File: config.mk
export PLATFORM = sky130hd
export DESIGN_NAME = mem_miss_arbiter
export DESIGN_NICKNAME = d
export VERILOG_FILES = /design/src/rtl/mem_miss_arbiter.sv
export SDC_FILE = /design/constraint.sdc
export NUM_CORES = 1
export LEC_CHECK = 0
export ABC_AREA = 1
export CELL_PAD_IN_SITES_DETAIL_PLACEMENT = 0
export CELL_PAD_IN_SITES_GLOBAL_PLACEMENT = 1
export CORE_UTILIZATION = 28
export CTS_BUF_LIST = sky130_fd_sc_hd__clkbuf_16
export DETAILED_ROUTE_END_ITERATION = 10
export GPL_TIMING_DRIVEN = 0
export PLACE_DENSITY = 0.87
export REMOVE_ABC_BUFFERS = 1
export SLEW_MARGIN = 20
export SYNTH_ARGS = -nofsm -noshare
export SYNTH_HDL_FRONTEND = slang
export SYNTH_SLANG_ARGS = --single-unit
export TNS_END_PERCENT = 20
File: constraint.sdc
create_clock -name clk -period 2 [get_ports clk]
set_input_delay 0.3 -clock clk [delete_from_list [all_inputs] [get_ports clk]]
set_output_delay 0.3 -clock clk [all_outputs]
set_load 0.01 [all_outputs]
File: src/rtl/mem_miss_arbiter.sv
// Arbitrates single-ported main memory between I/D-cache block fills and D-cache write-through stores.
// Optional macro MEM_ARB_ROUND_ROBIN_EN: alternating I/D tie-break instead of fixed I-over-D priority.
module mem_miss_arbiter #(
    parameter int ADDR_W          = 16,
    parameter int DATA_W          = 16,
    parameter int WORDS_PER_BLOCK = 8,
    parameter int MEM_LATENCY     = 4
) (
    input  logic                               clk,
    input  logic                               rst,
    input  logic                               i_miss,
    input  logic [ADDR_W-1:0]                  i_miss_addr,
    input  logic                               d_miss,
    input  logic [ADDR_W-1:0]                  d_miss_addr,
    input  logic                               d_wr_req,
    input  logic [ADDR_W-1:0]                  d_wr_addr,
    input  logic [DATA_W-1:0]                  d_wr_data,
    output logic                               mem_enable,
    output logic                               mem_wr,
    output logic [ADDR_W-1:0]                  mem_addr,
    output logic [DATA_W-1:0]                  mem_data_in,
    input  logic [DATA_W-1:0]                  mem_data_out,
    input  logic                               mem_data_valid,
    output logic [DATA_W-1:0]                  fill_data,
    output logic [$clog2(WORDS_PER_BLOCK)-1:0] fill_word,
    output logic                               i_fill_we,
    output logic                               d_fill_we,
    output logic                               i_fill_done,
    output logic                               d_fill_done,
    output logic                               d_wr_ack,
    output logic                               stall,
    output logic                               busy
);
    localparam int WORD_W  = $clog2(WORDS_PER_BLOCK);
    localparam int CNT_W   = WORD_W + 1;
    localparam int BYTE_SH = $clog2(DATA_W / 8);
    localparam int OFF_W   = WORD_W + BYTE_SH;
    localparam logic [WORD_W-1:0] LAST_WORD  = WORD_W'(WORDS_PER_BLOCK - 1);
    localparam logic [CNT_W-1:0]  ISSUE_END  = CNT_W'(WORDS_PER_BLOCK);
    localparam logic [ADDR_W-1:0] BLOCK_MASK = ~ADDR_W'((1 << OFF_W) - 1);

    typedef enum logic [1:0] {
        IDLE  = 2'd0,
        WRITE = 2'd1,
        FILL  = 2'd2,
        DONE  = 2'd3
    } state_t;

    state_t             state_r;
    logic [CNT_W-1:0]   ic_r;
    logic [WORD_W-1:0]  rc_r;
    logic               owner_d_r;
    logic [ADDR_W-1:0]  base_r;
    logic               grant_i_s;
    logic               grant_d_s;
    logic               tie_s;
    logic [ADDR_W-1:0]  miss_base_s;
    logic               fill_hit_s;

    function automatic logic [ADDR_W-1:0] word_addr(input logic [ADDR_W-1:0] base,
                                                    input logic [WORD_W-1:0] idx);
        word_addr = base + (ADDR_W'(idx) << BYTE_SH);
    endfunction

`ifdef MEM_ARB_ROUND_ROBIN_EN
    logic last_d_r;

    // Remembers which miss won the most recent contested grant; uncontested grants leave it alone.
    always_ff @(posedge clk) begin
        if (!rst) begin
            last_d_r <= 1'b1;
        end else if (state_r == IDLE && !d_wr_req && tie_s) begin
            last_d_r <= grant_d_s;
        end else begin
            last_d_r <= last_d_r;
        end
    end
`endif

    // Miss arbitration; a pending store pre-empts both misses inside the FSM.
    always_comb begin
        grant_i_s = 1'b0;
        grant_d_s = 1'b0;
        tie_s     = i_miss & d_miss;
        if (tie_s) begin
`ifdef MEM_ARB_ROUND_ROBIN_EN
            grant_i_s = last_d_r;
            grant_d_s = ~last_d_r;
`else
            grant_i_s = 1'b1;
`endif
        end else if (i_miss) begin
            grant_i_s = 1'b1;
        end else if (d_miss) begin
            grant_d_s = 1'b1;
        end else begin
            grant_i_s = 1'b0;
            grant_d_s = 1'b0;
        end
    end

    assign miss_base_s = (grant_d_s ? d_miss_addr : i_miss_addr) & BLOCK_MASK;
    assign fill_hit_s  = (state_r == FILL) & mem_data_valid;
    assign fill_data   = mem_data_out;
    assign fill_word   = rc_r;
    assign i_fill_we   = fill_hit_s & ~owner_d_r;
    assign d_fill_we   = fill_hit_s & owner_d_r;
    assign stall       = i_miss | d_miss | (d_wr_req & ~d_wr_ack);

    // Main sequencer; memory-side outputs are registered alongside the state they belong to.
    always_ff @(posedge clk) begin
        if (!rst) begin
            state_r     <= IDLE;
            ic_r        <= '0;
            rc_r        <= '0;
            owner_d_r   <= 1'b0;
            base_r      <= '0;
            mem_enable  <= 1'b0;
            mem_wr      <= 1'b0;
            mem_addr    <= '0;
            mem_data_in <= '0;
            i_fill_done <= 1'b0;
            d_fill_done <= 1'b0;
            d_wr_ack    <= 1'b0;
            busy        <= 1'b0;
        end else begin
            i_fill_done <= 1'b0;
            d_fill_done <= 1'b0;
            d_wr_ack    <= 1'b0;
            case (state_r)
                IDLE: begin
                    if (d_wr_req) begin
                        state_r     <= WRITE;
                        busy        <= 1'b1;
                        mem_enable  <= 1'b1;
                        mem_wr      <= 1'b1;
                        mem_addr    <= d_wr_addr;
                        mem_data_in <= d_wr_data;
                        d_wr_ack    <= 1'b1;
                    end else if (grant_i_s || grant_d_s) begin
                        state_r     <= FILL;
                        busy        <= 1'b1;
                        owner_d_r   <= grant_d_s;
                        base_r      <= miss_base_s;
                        mem_enable  <= 1'b1;
                        mem_wr      <= 1'b0;
                        mem_addr    <= miss_base_s;
                        mem_data_in <= '0;
                        ic_r        <= CNT_W'(1);
                        rc_r        <= '0;
                    end else begin
                        state_r     <= IDLE;
                        busy        <= 1'b0;
                        mem_enable  <= 1'b0;
                        mem_wr      <= 1'b0;
                        mem_addr    <= '0;
                        mem_data_in <= '0;
                    end
                end
                WRITE: begin
                    state_r     <= IDLE;
                    busy        <= 1'b0;
                    mem_enable  <= 1'b0;
                    mem_wr      <= 1'b0;
                    mem_addr    <= '0;
                    mem_data_in <= '0;
                end
                FILL: begin
                    if (ic_r < ISSUE_END) begin
                        mem_enable <= 1'b1;
                        mem_addr   <= word_addr(base_r, ic_r[WORD_W-1:0]);
                        ic_r       <= ic_r + CNT_W'(1);
                    end else begin
                        mem_enable <= 1'b0;
                        mem_addr   <= '0;
                    end
                    if (mem_data_valid) begin
                        rc_r <= rc_r + WORD_W'(1);
                        if (rc_r == LAST_WORD) begin
                            state_r     <= DONE;
                            mem_enable  <= 1'b0;
                            mem_addr    <= '0;
                            i_fill_done <= ~owner_d_r;
                            d_fill_done <= owner_d_r;
                        end else begin
                            state_r <= FILL;
                        end
                    end else begin
                        state_r <= FILL;
                    end
                end
                DONE: begin
                    state_r    <= IDLE;
                    busy       <= 1'b0;
                    mem_enable <= 1'b0;
                    ic_r       <= '0;
                    rc_r       <= '0;
                end
                default: begin
                    state_r    <= IDLE;
                    busy       <= 1'b0;
                    mem_enable <= 1'b0;
                    mem_wr     <= 1'b0;
                end
            endcase
        end
    end

`ifndef SYNTHESIS
    localparam int WD_LIMIT = 4 * MEM_LATENCY;
    localparam int WD_W     = $clog2(WD_LIMIT + 1);
    logic [WD_W-1:0] wd_cnt_r;

    // Simulation watchdog: a fill starved of read data points at a memory-side fault.
    always_ff @(posedge clk) begin
        if (!rst || state_r != FILL || mem_data_valid) begin
            wd_cnt_r <= '0;
        end else begin
            wd_cnt_r <= wd_cnt_r + WD_W'(1);
            if (wd_cnt_r == WD_W'(WD_LIMIT - 1)) begin
                $error("mem_miss_arbiter: no read data for %0d cycles during fill", WD_LIMIT);
            end
        end
    end
`endif
endmodule
==> results.cfg <==
[timing]
timing.final.hold_violations = 0
report.final.setup_viol = 0
period_minus_slack_ns = 1.887
final_max_slew_viol_count = 0
grt_setup_unrepaired = false
maxClockFrequency_mhz = 529.9
finalClockSkew_ns = 0.006211
max-slew-margin-rel = 0.5678
worst_pin_slew_ns = 0.6463
final_critical_path_setup_slack_ns = 0.1130
final_min_period_over_clock_period = 0.9435

[cts]
htree_num_levels = 3
max-clock-path-buffers = 2
tritoncts_clock_tree = built
number_of_buffers_created_by_cts = 9
cts_root_buf = clkbuf_16
clock_sink_count = 60
clock_latency_ns = 0.32
clk_transition_reported_paths_ns = 0.05

[grt]
grt_first_pass_wirelength_um = 14170
via_count_of_the_first_global_routing_pass = 2928
grt_usage = 0.1588
grt_start_max_net_pins = 45
grt_overflow = 0
grt_antenna_before_repair = 0

[finish]
fill_cell_count = 1076
final_util = 0.4183
layout-drive-gt1-share = 0.07750
nNetsFinal = 621
fin_area_um2 = 4377
area.growth.synth_to_final_pct = 42.43
antenna_cells = 0

[die]
top_level_ports = 146
die_w_um = 106.8
die_height_um = 106.8
core-area_um2 = 10460
floorplan.die_area_um2 = 11400
std_cell_rows = 37
initial_utilization = 0.2937

[pwr]
pwr-share-clk = 0.435
vdd_drop_max_mv = 0.4447
static-leakage-power_nw = 1.881
power.internal_mw = 2.519
finalPower_mw = 3.423
power.switching_fraction = 0.2642
comb_power_share = 0.180
power.sequential.fraction = 0.384
power_per_cell_area_nw_per_um2 = 782.0
net-switching-power_mw = 0.9041

[place]
post_dp_hpwl_um = 5998
last_weighted_congestion_value_of_the_routability_driven_placer = 0.7187
place_ws_ns = -0.6269
area_after_detailed_placement_um2 = 4050
numPortBuffers = 105

[detailed_routing]
detail_route.vias_per_cell = 4.686
detailroute.via_count = 3116
drt_wl_total_um = 8827
dr.first_iter.drc_count = 159
detail_route.first_pass.iterations = 4
remaining_drc_errors = 0
drt.antenna.violating_nets = 0
routed_wire_length_per_instance_um = 13.27

[logic_synthesis]
synth_seq_area_share = 0.3909
synth.cells.most_frequent = 151 x nand2_1, 60 x dfxtp_1, 48 x a21oi_1
syn_inst = 447
synth_area_leaders = dfxtp_1 39%, nand2_1 18%, a21oi_1 7.8%
synth_top_cell_by_area = dfxtp_1
async_reset_ff_frac = 0
synth_cell_types = 24
summed_instance_area_of_the_synthesized_netlist_um2 = 3073
synth_edf_count = 0
syn_avg_cell_area_um2 = 6.875
synth_largest_type_area_fraction = 0.3909
yosysWarningCount = 0
synth.ff_latch_count = 60
ys.flop_type = dfxtp_1
synth.most_common_cell = nand2_1

[setup_path]
timing.critical_path.arrival_ns = 1.59
startpoint_class_of_the_critical_path = input pin
critical_path_peak_fanout = 20
worst_setup_path_end_kind = primary output
critical_path_type = in -> out
cp_required_ns = 1.70

[min_path]
timing.hold.worst.class = reg -> reg

[job]
drv_cap = 0

[run_status]
run_status = completed
-- timing repair --
item | 4_1_cts | 5_1_grt
buffers inserted | 1 | 0
endpoints found under the setup margin | 39 | 30
hold buffers | 0 | 0
resized for setup | 16 | 7
-- layout make-up --
| class | count | area, um^2 | share of cell area |
|---|---|---|---|
| inverter | 32 | 131.4 | 0.03002 |
| clock buffer | 9 | 225.2 | 0.05146 |
| clock inverter | 6 | 56.30 | 0.01286 |
| tap | 136 | 170.2 | 0.03888 |
| timing repair buffer | 106 | 1056 | 0.2413 |
| multi-input combinational | 316 | 1535 | 0.3508 |
| sequential | 60 | 1202 | 0.2747 |
-- worst paths after layout --
kind / startpoint / end / slack (ns) / cells past startpoint
max: d_wr_req / stall / 0.11 / 4
min: mem_wr / mem_wr / 0.46 / 2
max reg2reg: state_r[0] / fill_word[0] / 0.25 / 9
min reg2reg: mem_wr / mem_wr / 0.46 / 2
-- placed cells by master, fill, tap and decap left out, types with 2 or more instances in the layout --
| master | n |
|---|---|
| nand2_1 | 149 |
| nand3b_1 | 9 |
| inv_2 | 7 |
| nand2_2 | 4 |
| clkbuf_16 | 9 |
| nor2_4 | 3 |
| dfxtp_1 | 59 |
| ha_4 | 2 |
| nand3_1 | 19 |
| o21ai_1 | 2 |
| nor2_1 | 37 |
| nor3_1 | 4 |
| o21ai_0 | 9 |
| clkinvlp_4 | 2 |
| nand4_1 | 17 |
| clkdlybuf4s50_1 | 101 |
| inv_1 | 22 |
| nand2_4 | 2 |
| ha_1 | 8 |
| clkinv_2 | 3 |
| a21oi_1 | 48 |
-- power groups by stage --
stage / Clock [mW] / Sequential [mW] / Combinational, mW
2_1_floorplan: 0 / 1.35 / 0.268
3_3_place_gp: 0 / 1.33 / 0.602
3_5_place_dp: 0 / 1.34 / 0.608
4_1_cts: 1.53 / 1.31 / 0.616
5_1_grt: 1.58 / 1.32 / 0.685
6_report: 1.49 / 1.31 / 0.618
-- flip-flops by register name, indices dropped and copies added, names as in the netlist --
signal / flops
fill_word: 3
owner_d_r: 1
d_fill_done: 1
ic_r: 4
d_wr_ack: 1
mem_addr: 16
mem_wr: 1
busy: 1
base_r: 12
mem_enable: 1
state_r: 2
mem_data_in: 16
i_fill_done: 1
-- worst max-delay path, stage by stage --
cell	delay, ns
buf_2	0.35
inv_1	0.18
o21ai_0	0.17
clkdlybuf4s50_1	0.58
-- routing by layer --
metal,up-vias,wire length [um],track usage
met5,-,0,0
met4,0,116,0.04990
met3,12,732,0.05167
met2,133,3982,0.2571
met1,1398,3995,0.1992
li1,1573,-,-
-- stage by stage --
stage / instances / hold WS (ns) / setup TNS, ns
detailed placement: 649 / 0.4524 / -19.10
floorplan: 408 / 0.4204 / 0
finish: 665 / 0.4595 / 0
global route: 665 / 0.4725 / 0
global placement: 649 / 0.4482 / -43.61
CTS: 665 / 0.4607 / 0
-- cell families after synthesis --
logic type               share of synthesized area
flip-flops                                  0.3909
buffers and inverters                       0.1193
adder cells (fa/ha/maj)                    0.04072
AO/OA/AOI/OAI                              0.09894
AND/OR/NAND/NOR                             0.3502
No activity file was read; power rests on OpenSTA's default activity.
